File: src/rtl/cache_mem_bridge.sv
// rtl/cache_mem_bridge.sv - serialises one cache block request into word-wide memory beats
// Read beats fill a block buffer that is returned with a 4-phase acknowledge.
module cache_mem_bridge #(
  parameter int BLOCK_SIZE   = 2,
  parameter int WORD_WIDTH   = 32,
  parameter int ADDR_WIDTH   = 32,
  parameter int OFFSET_WIDTH = $clog2(BLOCK_SIZE)
) (
  input  logic                             clk,
  input  logic                             rst_n,
  input  logic [ADDR_WIDTH-1:0]            req_addr,
  input  logic                             req_cs,
  input  logic                             req_rw,
  input  logic [BLOCK_SIZE*WORD_WIDTH-1:0] req_data,
  output logic                             resp_ack,
  output logic [BLOCK_SIZE*WORD_WIDTH-1:0] resp_data,
  output logic [ADDR_WIDTH-1:0]            mem_addr,
  output logic                             mem_cs,
  output logic                             mem_we,
  output logic [WORD_WIDTH-1:0]            mem_wdata,
  input  logic [WORD_WIDTH-1:0]            mem_rdata,
  input  logic                             mem_ready
);

  typedef enum logic [1:0] {IDLE, XFER, ACK} state_t;

  state_t                             state;
  state_t                             state_nxt;
  logic [OFFSET_WIDTH-1:0]            beat;
  logic [ADDR_WIDTH-OFFSET_WIDTH-1:0] base;
  logic                               rw;
  logic [WORD_WIDTH-1:0]              wbuf [BLOCK_SIZE];
  logic [WORD_WIDTH-1:0]              rbuf [BLOCK_SIZE];
  logic                               last_beat;
  logic                               unused_offset;

  // The block offset of the request is forced to zero, so those bits never matter.
  assign unused_offset = ^req_addr[OFFSET_WIDTH-1:0];
  assign last_beat     = (beat == OFFSET_WIDTH'(BLOCK_SIZE - 1));

  always_ff @(posedge clk or negedge rst_n) begin
    if (!rst_n) state <= IDLE;
    else        state <= state_nxt;
  end

  always_comb begin
    state_nxt = state;
    case (state)
      IDLE:    if (req_cs) state_nxt = XFER;
      XFER:    if (mem_ready && last_beat) state_nxt = ACK;
      ACK:     if (!req_cs) state_nxt = IDLE;
      default: state_nxt = IDLE;
    endcase
  end

  always_comb begin
    resp_ack  = (state == ACK);
    mem_cs    = (state == XFER);
    mem_we    = 1'b0;
    mem_addr  = '0;
    mem_wdata = '0;
    if (state == XFER) begin
      mem_we    = rw;
      mem_addr  = {base, beat};
      mem_wdata = wbuf[beat];
    end
  end

  // Read buffer survives write transfers; only reset or read beats change it.
  always_ff @(posedge clk or negedge rst_n) begin
    if (!rst_n) begin
      beat <= '0;
      base <= '0;
      rw   <= 1'b0;
      for (int i = 0; i < BLOCK_SIZE; i++) begin
        wbuf[i] <= '0;
        rbuf[i] <= '0;
      end
    end else begin
      if (state == IDLE && req_cs) begin
        base <= req_addr[ADDR_WIDTH-1:OFFSET_WIDTH];
        rw   <= req_rw;
        beat <= '0;
        for (int i = 0; i < BLOCK_SIZE; i++)
          wbuf[i] <= req_data[i*WORD_WIDTH +: WORD_WIDTH];
      end
      if (state == XFER && mem_ready) begin
        if (!rw) rbuf[beat] <= mem_rdata;
        if (!last_beat) beat <= beat + OFFSET_WIDTH'(1);
      end
    end
  end

  for (genvar g = 0; g < BLOCK_SIZE; g++) begin : g_resp
    assign resp_data[g*WORD_WIDTH +: WORD_WIDTH] = rbuf[g];
  end

endmodule

File: config.mk
export PLATFORM = sky130hd
export DESIGN_NAME = cache_mem_bridge
export DESIGN_NICKNAME = d
export VERILOG_FILES = /design/src/rtl/cache_mem_bridge.sv
export SDC_FILE = /design/constraint.sdc
export NUM_CORES = 1
export LEC_CHECK = 0
export ABC_AREA = 1
export CAP_MARGIN = 10
export CORE_UTILIZATION = 45
export CTS_CLUSTER_DIAMETER = 50
export DETAILED_ROUTE_END_ITERATION = 10
export GPL_ROUTABILITY_DRIVEN = 0
export GPL_TIMING_DRIVEN = 0
export PLACE_DENSITY = 0.92
export SLEW_MARGIN = 40
export SYNTH_ARGS = -nofsm -noshare
export SYNTH_HDL_FRONTEND = slang
export SYNTH_SLANG_ARGS = --single-unit
File: constraint.sdc
create_clock -name clk -period 1.4 [get_ports clk]
set_input_delay 0.21 -clock clk [delete_from_list [all_inputs] [get_ports clk]]
set_output_delay 0.21 -clock clk [all_outputs]
set_load 0.03 [all_outputs]
==> results.ini <==
[place]
number_of_input_and_output_port_buffers_inserted = 262
dpl_cell_area_um2 = 10270
dpl_wire_length_um = 15810

[critical_path]
critPathTopFamily = buffers and inverters
worstReg2RegStart = state[1]
worstSetupStartpointType = register
path_buf_inv = 4
cpPeakStageDelay_ns = 0.38
worst-path-max-fanout = 8
timing.setup.critical_path_class = register to output pin
cp.arrival_ns = 1.64
critical_path_required_ns = 1.19
setup.reg_to_reg.worst_slack_ns = -0.13
critical_path.reg2reg.endpoint = wbuf[17]
timing.reg2reg.worst_path_depth = 8
timing.critical_path.cells = buf_8, clkinv_8, buf_8, nand2_1, a21oi_2, buf_6
crit_top_cell = sky130_fd_sc_hd__buf_8
worstSetupPathDepth = 6
critical-path-slowest-cell = sky130_fd_sc_hd__dfrtp_1
type_of_destination_of_the_critical_path = output pin

[logic_synthesis]
synth_mux_area_share_pct = 0
synth_largest_area_cell = sky130_fd_sc_hd__dfrtp_1
post_synthesis_compound_gate_area_fraction_pct = 10.36
yosysUniqueCellTypes = 16
ys_ff_latch = 163
post_synthesis_share_of_cell_area_spent_on_and_or_nand_and_nor_gates_pct = 22.71
syn-num-nets = 980
post_synth_xor_area_fraction_pct = 0
yosys.cell_count.top_type = sky130_fd_sc_hd__nand2_1
yosysTopAreaCellShare_pct = 57.44
yosysSeqAreaShare_pct = 57.44
post_synth_arst_share_pct = 100.0
post_synth_edffs = 0
dominant_combinational_cell_family_by_area_after_synthesis = simple AND/OR/NAND/NOR gates
netlist_area_um2 = 7101
ys.flop_type = sky130_fd_sc_hd__dfrtp_1
synth_adder_area_share_pct = 0
ys_top_cells_by_count = sky130_fd_sc_hd__nand2_1 (292), sky130_fd_sc_hd__dfrtp_1 (163), sky130_fd_sc_hd__inv_1 (98)
synth.avg_cell_area_um2 = 8.383
yosys_warnings = 0
netlist_instances = 847
netlist_top_cells_area = sky130_fd_sc_hd__dfrtp_1 (57%), sky130_fd_sc_hd__nand2_1 (15%), sky130_fd_sc_hd__inv_1 (5.2%)

[run]
maxCapViolCount = 0

[floorplan]
rows = 45
initial_utilization_pct = 46.36
design.core.area_um2 = 15310
num_io_pins = 264
dieHeight_um = 127.6
fp.dieW_um = 127.6
die_area_um2 = 16290

[timing]
finalSetupViolCount = 213
worst_hold_slack_ns = 0.2631
achievable-frequency_mhz = 539.2
max_slew.worst_pin.slew_ns = 0.5125
finalClockSkew_ns = 0.006425
unrepaired_setup_endpoints_after_global_routing = true
final_period_minus_worst_setup_slack_ns = 1.855
layout_worst_path_cycle_share_pct = 132.5
final_hold_viol_count = 0
final.setup.worst_slack_ns = -0.4547
timing.max_slew.rel_slack_pct = 65.83
maxSlewViolCount = 0

[layout]
n_fill_cell = 915
areaGrowthSynthToFinish_pct = 70.99
finish.net_count = 1300
antenna-diode-count = 0
drive_gt1_share_pct = 26.02
layout.cell_area.non_filler_um2 = 12140

[cts]
clk_pin_slew_ns = 0.06
cts_tree = done
htree_num_levels = 4
cts-buffers-inserted = 17
maximum_number_of_buffers_from_clock_root_to_sink = 2
numClockSinks = 163
worst_skew_pair.late_latency_ns = 0.42
root_buffer = sky130_fd_sc_hd__clkbuf_16

[grt]
first_pass_grt_wire_length_um = 35820
grt_overflow = 0
vias_in_the_first_global_route = 6997
antenna_violations_before_repair = 0
grt_use_total_pct = 28.63
maximum_number_of_pins_on_one_net_before_global_route_repair = 72

[detailed_routing]
remaining_drc_errors = 0
detailedRoute.firstIterationViolations = 504
wl_per_cell_um = 18.18
wirelength_um = 25290
viasPerCell = 5.276
num_vias = 7339
drt-pass1-iter-count = 6
detail-route-antenna-nets = 0

[status]
outcome = finished, violations left
failing_checks = negative setup slack

[pwr]
leakage_dissipation_nw = 6.071
vdd_ir_drop_max_uv = 1438
power_density_nw_per_um2 = 2656

[hold_path]
min_path_type = input port to asynchronous set/reset pin

registers in the layout, summed over array words and instances (netlist names):
signal and count:
base 31, beat 1, resp_data 64, rw 1
state 2, wbuf 64
power breakdown:
part / leakage, nW / internal [mW] / switching (mW)
clock network: 0.322 / 3.20 / 1.94
logic: 3.76 / 7.60 / 11.2
registers: 1.99 / 6.94 / 1.35
total: 6.07 / 17.7 / 14.5
cells in the final DEF, fill, tap and decap left out, types with 5 or more instances in the layout:
cell / Yosys / routed
sky130_fd_sc_hd__nand2_1: 292 / 260
sky130_fd_sc_hd__dfrtp_1: 163 / 162
sky130_fd_sc_hd__clkdlybuf4s50_1: 0 / 130
sky130_fd_sc_hd__inv_1: 98 / 96
sky130_fd_sc_hd__buf_6: 3 / 84
sky130_fd_sc_hd__nand3_1: 65 / 60
sky130_fd_sc_hd__o21ai_0: 67 / 37
sky130_fd_sc_hd__dlygate4sd2_1: 0 / 36
sky130_fd_sc_hd__buf_4: 7 / 35
sky130_fd_sc_hd__o21a_1: 32 / 32
sky130_fd_sc_hd__nor2_4: 3 / 25
sky130_fd_sc_hd__clkdlybuf4s15_1: 0 / 25
sky130_fd_sc_hd__a21oi_2: 0 / 22
sky130_fd_sc_hd__clkbuf_16: 0 / 22
sky130_fd_sc_hd__o21ai_1: 0 / 20
sky130_fd_sc_hd__buf_8: 0 / 17
sky130_fd_sc_hd__nand2_2: 1 / 16
sky130_fd_sc_hd__nand2_4: 0 / 16
sky130_fd_sc_hd__nor2_1: 35 / 11
sky130_fd_sc_hd__a21oi_4: 0 / 10
sky130_fd_sc_hd__o21ai_2: 0 / 10
sky130_fd_sc_hd__buf_12: 0 / 5
sky130_fd_sc_hd__buf_16: 0 / 5
sky130_fd_sc_hd__buf_2: 34 / 5
worst max path at each step:
stage,from,to
final,beat,mem_wdata[19]
after floorplan,beat,mem_wdata[26]
after global routing,beat,mem_wdata[19]
after CTS,beat,mem_wdata[2]
after detailed placement,state[1],mem_addr[17]
after global placement,rst_n,wbuf[23]
layout make-up:
type	count	area, µm²	area share, %
sequential	163	4080	33.60
clock inverter	10	168.9	1.391
buffer	53	626.9	5.163
inverter	101	394.1	3.246
timing repair buffer	301	3142	25.88
timing repair inverter	1	8.758	0.07214
tap	211	264.0	2.174
multi-input combinational	529	2973	24.48
clock buffer	22	484.2	3.988
what timing repair did:
action | in CTS | in global routing
setup buffers | 11 | 13
endpoints found under the setup margin | 148 | 266
hold buffers | 1 | 0
gates resized for setup | 629 | 205
hold endpoints to repair | 36 | 0
pin swaps | 19 | 37
cloned | 4 | 11
layer usage:
metal	global-route usage [%]	vias to the layer above	share of wire, %
met2	50.56	419	53
met1	34.57	3569	36
met5	0	-	0
li1	-	3271	-
met4	10.80	0	3.3
met3	5.779	80	7.4
cell families (layout without fill, tap and decap cells):
logic type	Yosys count	after routing
flops	163	163
simple gates	398	398
buf+inv	155	488
compound gates	131	131
worst register-to-register path, cell delays in order, from the launching register on:
cell and delay, ns:
sky130_fd_sc_hd__dfrtp_1 0.38, sky130_fd_sc_hd__inv_2 0.11, sky130_fd_sc_hd__buf_4 0.12, sky130_fd_sc_hd__buf_6 0.10, sky130_fd_sc_hd__nand3_4 0.13, sky130_fd_sc_hd__buf_8 0.20
sky130_fd_sc_hd__buf_8 0.14, sky130_fd_sc_hd__nand2_1 0.09, sky130_fd_sc_hd__o21ai_0 0.12
per-stage QoR:
stage / std cells / TNS [ns] / total power [mW] / utilization, % / setup WS (ns)
2_1_floorplan: 847 / -1.504 / 17.30 / - / -0.1026
3_3_place_gp: 1320 / -1096.17 / 23.03 / 66.65 / -6.315
3_5_place_dp: 1322 / -73.74 / 23.51 / 67.04 / -0.8358
4_1_cts: 1370 / -24.46 / 29.90 / 74.25 / -0.4343
5_1_grt: 1391 / -40.78 / 33.70 / 79.28 / -0.4988
6_report: 1391 / -28.87 / 32.25 / 79.28 / -0.4547
No activity file was read; power rests on OpenSTA's default activity.
